==> src/rtl/uart_rx_oversampled.sv <==
// Oversampled UART receiver (8N1-style, no parity) with 2-of-3 mid-bit voting into a one-entry valid/ready holding register.
// Byte appears one cycle after the stop-bit vote; a full, undrained holding register drops the new byte and pulses overrun.
module uart_rx_oversampled #(
  parameter int CLK_FREQUENCY = 100000000,
  parameter int BAUD_RATE     = 115200,
  parameter int DATA_BITS     = 8,
  parameter int OVERSAMPLE    = 16
) (
  input  logic                 clk,
  input  logic                 reset,
  input  logic                 rx_serial,
  output logic [DATA_BITS-1:0] rx_data,
  output logic                 rx_valid,
  input  logic                 rx_ready,
  output logic                 rx_busy,
  output logic                 framing_error,
  output logic                 overrun
);

  localparam int DIV = CLK_FREQUENCY / (BAUD_RATE * OVERSAMPLE);
  localparam int CW  = (DIV > 1) ? $clog2(DIV) : 1;
  localparam int SW  = $clog2(OVERSAMPLE);
  localparam int BW  = (DATA_BITS > 1) ? $clog2(DATA_BITS) : 1;

  localparam logic [CW-1:0] C_LAST = CW'(DIV - 1);
  localparam logic [SW-1:0] S_LAST = SW'(OVERSAMPLE - 1);
  localparam logic [SW-1:0] S_V0   = SW'(OVERSAMPLE / 2 - 1);
  localparam logic [SW-1:0] S_V1   = SW'(OVERSAMPLE / 2);
  localparam logic [SW-1:0] S_V2   = SW'(OVERSAMPLE / 2 + 1);
  localparam logic [BW-1:0] B_LAST = BW'(DATA_BITS - 1);

  typedef enum logic [2:0] {
    ST_IDLE,
    ST_START,
    ST_DATA,
    ST_STOP,
    ST_BREAK
  } state_t;

  logic                 sync1_q, sync2_q;
  logic [CW-1:0]        cnt_q, cnt_d;
  state_t               state_q, state_d;
  logic [SW-1:0]        s_q, s_d;
  logic [BW-1:0]        bit_q, bit_d;
  logic [1:0]           v_q, v_d;
  logic [DATA_BITS-1:0] shift_q, shift_d;
  logic                 deliver_q, deliver_d;
  logic [DATA_BITS-1:0] data_q, data_d;
  logic                 valid_q, valid_d;
  logic                 fe_q, fe_d;
  logic                 ovr_q, ovr_d;

  logic                 rx_s;
  logic                 tick;
  logic                 sampling;
  logic                 vote;
  logic [SW-1:0]        s_nxt;
  logic [DATA_BITS:0]   shift_ext;

  assign rx_s      = sync2_q;
  assign tick      = (cnt_q == C_LAST);
  assign s_nxt     = (s_q == S_LAST) ? '0 : s_q + SW'(1);
  // Third vote sample is the live synchronized bit on the S_V2 tick.
  assign vote      = (v_q[0] & v_q[1]) | (v_q[0] & rx_s) | (v_q[1] & rx_s);
  assign shift_ext = {vote, shift_q};
  assign sampling  = tick && (state_q == ST_START || state_q == ST_DATA || state_q == ST_STOP);

  always_ff @(posedge clk) begin
    if (!reset) begin
      sync1_q   <= 1'b1;
      sync2_q   <= 1'b1;
      cnt_q     <= '0;
      state_q   <= ST_IDLE;
      s_q       <= '0;
      bit_q     <= '0;
      v_q       <= '0;
      shift_q   <= '0;
      deliver_q <= 1'b0;
      data_q    <= '0;
      valid_q   <= 1'b0;
      fe_q      <= 1'b0;
      ovr_q     <= 1'b0;
    end else begin
      sync1_q   <= rx_serial;
      sync2_q   <= sync1_q;
      cnt_q     <= cnt_d;
      state_q   <= state_d;
      s_q       <= s_d;
      bit_q     <= bit_d;
      v_q       <= v_d;
      shift_q   <= shift_d;
      deliver_q <= deliver_d;
      data_q    <= data_d;
      valid_q   <= valid_d;
      fe_q      <= fe_d;
      ovr_q     <= ovr_d;
    end
  end

  always_comb begin
    cnt_d     = tick ? '0 : cnt_q + CW'(1);
    state_d   = state_q;
    s_d       = s_q;
    bit_d     = bit_q;
    v_d       = v_q;
    shift_d   = shift_q;
    deliver_d = 1'b0;
    data_d    = data_q;
    valid_d   = valid_q;
    fe_d      = 1'b0;
    ovr_d     = 1'b0;

    if (sampling) begin
      s_d = s_nxt;
      if (s_nxt == S_V0) v_d[0] = rx_s;
      if (s_nxt == S_V1) v_d[1] = rx_s;
    end

    case (state_q)
      ST_IDLE: begin
        // The detecting tick itself is sample 0 of the start bit.
        if (tick && !rx_s) begin
          state_d = ST_START;
          s_d     = '0;
        end
      end
      ST_START: begin
        if (sampling) begin
          if (s_nxt == S_V2 && vote) begin
            state_d = ST_IDLE;
          end else if (s_nxt == S_LAST) begin
            state_d = ST_DATA;
            bit_d   = '0;
          end
        end
      end
      ST_DATA: begin
        if (sampling) begin
          if (s_nxt == S_V2) shift_d = shift_ext[DATA_BITS:1];
          if (s_nxt == S_LAST) begin
            if (bit_q == B_LAST) state_d = ST_STOP;
            else                 bit_d   = bit_q + BW'(1);
          end
        end
      end
      ST_STOP: begin
        // Decide early so a back-to-back start edge is caught in IDLE.
        if (sampling && s_nxt == S_V2) begin
          if (vote) begin
            deliver_d = 1'b1;
            state_d   = ST_IDLE;
          end else begin
            fe_d      = 1'b1;
            state_d   = ST_BREAK;
          end
        end
      end
      ST_BREAK: begin
        if (tick && rx_s) state_d = ST_IDLE;
      end
      default: state_d = ST_IDLE;
    endcase

    if (deliver_q) begin
      if (!valid_q) begin
        data_d  = shift_q;
        valid_d = 1'b1;
      end else if (rx_ready) begin
        data_d  = shift_q;
      end else begin
        ovr_d   = 1'b1;
      end
    end else if (valid_q && rx_ready) begin
      valid_d = 1'b0;
    end
  end

  assign rx_data       = data_q;
  assign rx_valid      = valid_q;
  assign rx_busy       = (state_q != ST_IDLE);
  assign framing_error = fe_q;
  assign overrun       = ovr_q;

endmodule

==> config.mk <==
export PLATFORM = sky130hd
export DESIGN_NAME = uart_rx_oversampled
export DESIGN_NICKNAME = d
export VERILOG_FILES = /design/src/rtl/uart_rx_oversampled.sv
export SDC_FILE = /design/constraint.sdc
export NUM_CORES = 1
export LEC_CHECK = 0
export BUFFER_PORTS_ARGS = -buffer_cell sky130_fd_sc_hd__buf_4
export CORE_ASPECT_RATIO = 1.75
export CORE_UTILIZATION = 50
export DETAILED_ROUTE_END_ITERATION = 12
export GPL_ROUTABILITY_DRIVEN = 0
export PLACE_DENSITY = 0.71
export SLEW_MARGIN = 20
export SYNTH_ARGS = -nofsm -noshare
export SYNTH_HDL_FRONTEND = slang
export SYNTH_SLANG_ARGS = --single-unit
==> constraint.sdc <==
create_clock -name clk -period 1.7 [get_ports clk]
set_input_delay 0.51 -clock clk [delete_from_list [all_inputs] [get_ports clk]]
set_output_delay 0.51 -clock clk [all_outputs]
set_load 0.005 [all_outputs]
=== Yosys cells after proc, flatten, opt, wreduce, memory -nomap -nowiden ===
Cells that the tools add are included.

* Add/subtract/negate cells: 3
* Eq/ne operators: 23
* Multiplexer cells: 29
* Bitwise logic cells: 6
* Reduce and logical (&&, ||, !) cells: 22

{| class="wikitable"
|+ Operators by type and width
! operator !! count
|-
| 3-bit two-way mux || 16
|-
| 4-bit == test (second input constant) || 4
|-
| 4-bit two-way mux || 4
|-
| 8-bit two-way mux || 2
|-
| 3-bit case mux with 5 select lines || 1
|-
| 2-bit != test (second input constant) || 7
|-
| 3-bit AND reduction || 3
|-
| 2-bit by 1-bit != test with 1-bit output (second input constant) || 4
|-
| 8-bit AND reduction || 1
|-
| 7-bit AND reduction || 1
|-
| 6-bit by 1-bit adder with 6-bit output (second input constant) || 1
|-
| 3-bit by 2-bit == test with 1-bit output (second input constant) || 2
|-
| 3-bit == test (second input constant) || 2
|-
| 6-bit == test (second input constant) || 1
|-
| 1-bit logical AND || 6
|-
| 3-bit case mux with 2 select lines || 1
|-
| 2-bit AND reduction || 3
|-
| 1-bit two-way mux || 5
|-
| 4-bit by 1-bit adder with 4-bit output (second input constant) || 1
|-
| 4-bit by 3-bit == test with 1-bit output (second input constant) || 1
|-
| 2-bit nonzero test || 2
|-
| 3-bit by 1-bit adder with 3-bit output (second input constant) || 1
|-
| 1-bit bitwise AND || 3
|-
| 3-bit by 1-bit == test with 1-bit output (second input constant) || 1
|-
| other kinds (8) || 10
|}

* Flip-flop bits (word level): 40
* Input bits: 4
* Output and inout port bits: 12
* Logic and storage cells: 97

=== Logic depth before layout (Yosys ltp) ===
* Depth in word-level cells: 7
* Mapped depth: 7
* Depth with buffers taken out: 7

=== Worst setup path before layout ===
OpenSTA, ideal clock, no wires.

* Kind: reg-to-reg
* From: reg s_q[1]
* To: reg bit_q[0]
* Setup time: 0.121 ns
* Arrival: 1.621 ns
* Required time: 1.579 ns
* Path slack: -0.042 ns
* Cell stages (with the launch flop): 7
* Path buffers: 0
* Clock period less this slack: 1.742 ns
* Cell sequence: dfxtp_1 > ha_1 > and2b_1 > a21o_1 > a31oi_2 > nor4_2 > mux2_2

* Longest elaborated chain between the ends: 6
* Elaborated cells between the ends (all ways): 10
* Classes of those cells: add/sub (1); eq/ne (6); mux (1); reduce/logical (2)

{| class="wikitable"
|+ RTL lines
! element !! RTL line !! source
|-
| start: declaration || 43 || <nowiki>logic [SW-1:0] s_q, s_d;</nowiki>
|-
| start signal: assignment || 74 || <nowiki>s_q <= '0;</nowiki>
|-
| start signal: assignment || 88 || <nowiki>s_q <= s_d;</nowiki>
|-
| 4-bit by 1-bit adder with 4-bit output / 4-bit == test (equally long branches) || 62 || <nowiki>assign s_nxt = (s_q == S_LAST) ? '0 : s_q + SW'(1);</nowiki>
|-
| 4-bit two-way mux * || 62 ||
|-
| 4-bit == test || 129 || <nowiki>if (s_nxt == S_V2 && vote) begin</nowiki>
|-
| 1-bit logical AND || 129 ||
|-
| 2-bit != test (no source line) || - ||
|-
| 7-bit AND reduction (no source line) * || - ||
|-
| end signal: assignment || 89 || <nowiki>bit_q <= bit_d;</nowiki>
|-
| end: declaration || 44 || <nowiki>logic [BW-1:0] bit_q, bit_d;</nowiki>
|}

Every way passes the cells marked *; elsewhere a longest branch is shown, timed or not.
A chain may end at the register's enable or synchronous reset.

=== Final worst setup path ===
* From: reg s_q[0]
* To: reg state_q[0]

* Longest elaborated chain between the ends: 7
* Elaborated cells between the ends (all ways): 14
* Classes of those cells: add/sub (1); eq/ne (6); mux (4); reduce/logical (3)

{| class="wikitable"
|+ RTL lines
! element !! RTL line !! source
|-
| 4-bit by 1-bit adder with 4-bit output / 4-bit == test (equally long branches) || 62 ||
|-
| 4-bit two-way mux * || 62 ||
|-
| 4-bit == test || 129, 148 ||
|-
| 1-bit logical AND || 129 ||
|-
| 3-bit two-way mux || 129 ||
|-
| 3-bit two-way mux || 128 || <nowiki>if (sampling) begin</nowiki>
|-
| 3-bit case mux with 5 select lines || 119 || <nowiki>case (state_q)</nowiki>
|-
| end signal: assignment || 87 || <nowiki>state_q <= state_d;</nowiki>
|-
| end: declaration || 42 || <nowiki>state_t state_q, state_d;</nowiki>
|}

Every way passes the cells marked *; elsewhere a longest branch is shown, timed or not. The select of a mux whose other input is x is not followed.

==> qor.yml <==
start_util_pct: 52.0
synth_area_per_cell_sq_um: 9.64
cp-start-kind: "flop"
max_slew_margin_pct: 69.3
cts-root-buf: "clkbuf_8"
drc: 0
synth_seq_cells: 40
htreeDepth: 2
synth_edf_count: 0
report.final.slew_viol_count: 0
leakage_nw: 1.11
drive_gt1_share_pct: 26.8
drt-total-wl_mm: 3.72
worst_r2r_endpoint: "state_q[0]"
hold_violations: 0
end_kind: "flop"
final_common_cell: "nor2_1"
placed_area_sq_um: 2100
fillerInstances: 292
status: "complete, no violations"
reg2reg_from: "s_q[0]"
synth_area_sq_um: 1870
worstHoldEndpoint: "sync1_q"
fin_crit_sh_pct: 99.3
antenna_left: 0
vias: 1478
ys.warnings.count: 0
dieHeight_um: 82.9
cap_violations: 0
die_x_um: 48.2
critPathMaxFanout: 6
setup_tns_ns: 0
setup_violations: 0
n_antenna_cell: 0
track_usage_pct: 21.1
syn_nets: 206
cts_tree: "built"
min_period_ns: 1.69
worst_slack_ns: 0.0119
core_area_sq_um: 3590
hold_path_class: "in -> reg"
cts.sinks: 40
rows: 29
syn_inst: 194
clockBufferDepth: 2
ys.flop_type: "dfxtp_1"
drtIter0Drc: 33
wl_per_cell_um: 13.6
cts_buffers: 5
stdcell_area_sq_um: 2320
arrival_ns: 1.88
reg2regPathDepth: 6
worst_slew_pin_slew_ns: 0.456
whs_ns: 0.404
grt_setup_unrepaired: "yes"
hold_depth: 2
final_cell_mix: "36 x nor2_1, 35 x dfxtp_1, 33 x buf_4"
io_pins: 16
async_flop_share_pct: 0
cts_hold_buf: 0
regToRegSetupSlack_ns: 0.01
pre_cts_slack_ns: -0.0783
min-delay-start: "rx_serial"
max-vdd-ir-drop_uv: 527
io_buffers: 15
clk_pin_slew_ns: 0.07
fin_nets: 239
grt-ovfl-total: 0
die-area_sq_um: 4000
drt-pass1-iter-count: 4
fmax_mhz: 592
antenna_found_initial: 0
area_delta_synth_final_pct: 24.2
grt_pass1_wl_mm: 6.05
ys_types: 47
worst_skew_pair.late_latency_ns: 0.29
clock-skew-final_ns: 0.00386
power_density_nw_per_um2: 753
criticalPathCategory: "reg -> reg"
critPathRequiredTime_ns: 1.89
ys_seq_area_share_pct: 42.8
grt_pass1_vias: 1478
dp_hpwl_mm: 2.88
viasPerCell: 5.39
grt_max_degree: 19
-- worst max path at each step --
stage          startpoint    endpoint  slack, ns
2_1_floorplan      s_q[1]    bit_q[0]      0.005
3_3_place_gp       s_q[0]  state_q[0]      0.002
3_5_place_dp       s_q[0]  state_q[0]      -0.08
4_1_cts        state_q[0]     rx_busy     -0.005
5_1_grt            s_q[1]  state_q[1]      -0.04
6_report           s_q[0]  state_q[0]       0.01
-- power breakdown --
part	switching, mW	internal (mW)
combinational	0.0281	0.0209
clock	0.321	0.434
sequential	0.00749	0.937
-- layout make-up --
class	instances	area, sq um	share of cell area [%]
clock buffers	5	68.8	2.96
clock inverters	3	42.5	1.83
inverters	6	22.5	0.970
multi-input cells	141	1060	45.8
flip-flops and latches	40	820	35.3
well taps	46	57.6	2.48
repair buffers	33	248	10.7
-- registers in the layout (all words and copies together) (netlist names) --
register       count
state_q            3
deliver_q          1
rx_s               1
bit_q              3
shift_q            8
s_q                4
overrun            1
cnt_q              6
v_q                2
framing_error      1
rx_data            8
rx_valid           1
sync1_q            1
-- cells by family after synthesis --
| logic type | Yosys count | synth area share (%) |
|---|---|---|
| adder cells (fa/ha/maj) | 9 | 5.89 |
| AND/OR/NAND/NOR | 79 | 23.8 |
| AO/OA/AOI/OAI | 29 | 12.0 |
| buffers and inverters | 13 | 2.88 |
| multiplexers | 19 | 10.2 |
| XOR/XNOR | 5 | 2.34 |
| flip-flops | 40 | 42.8 |
-- cells in the mapped netlist, drive strengths merged (3+ instances only) --
| cell type | instances | area share [%] |
|---|---|---|
| a21o | 3 | 1.2 |
| a21oi | 4 | 1.3 |
| a22oi | 5 | 2.0 |
| and3 | 3 | 1.0 |
| buf | 4 | 1.1 |
| clkbuf | 3 | 0.60 |
| dfxtp | 40 | 43 |
| ha | 8 | 5.4 |
| inv | 6 | 1.2 |
| mux2i | 18 | 9.6 |
| nand2 | 11 | 2.2 |
| nand2b | 5 | 1.7 |
| nand3 | 4 | 1.7 |
| nor2 | 36 | 7.2 |
| o21ai | 4 | 1.1 |
| or3 | 3 | 1.0 |
| xnor2 | 3 | 1.4 |
-- repair_timing --
item,CTS,global route
setup buffers,0,7
gates resized for setup,9,8
pin swaps,3,7
setup endpoints to repair,12,15
hold endpoints to repair,0,0
cloned,0,0
-- layer usage --
metal	vias to the layer above	wire length, um	GRT usage, %
li1	740	-	-
met1	695	1270	18.6
met2	31	2230	38.3
met3	12	100	5.87
met4	0	116	10.6
met5	-	0	0
-- metrics by stage --
step,instances,utilization [%],power (mW)
2_1_floorplan,194,-,1.00
3_3_place_gp,259,58.5,1.02
3_5_place_dp,259,58.5,1.02
4_1_cts,267,62.2,1.77
5_1_grt,274,64.6,1.81
6_report,274,64.6,1.75
-- critical path, stage by stage (launching register included) --
cell and delay, ns:
dfxtp_4 0.37, ha_4 0.18, and2b_1 0.21, a21o_1 0.16, a31oi_4 0.13, or3_1 0.32
a31o_1 0.21
Power figures use the tool's default switching activity.
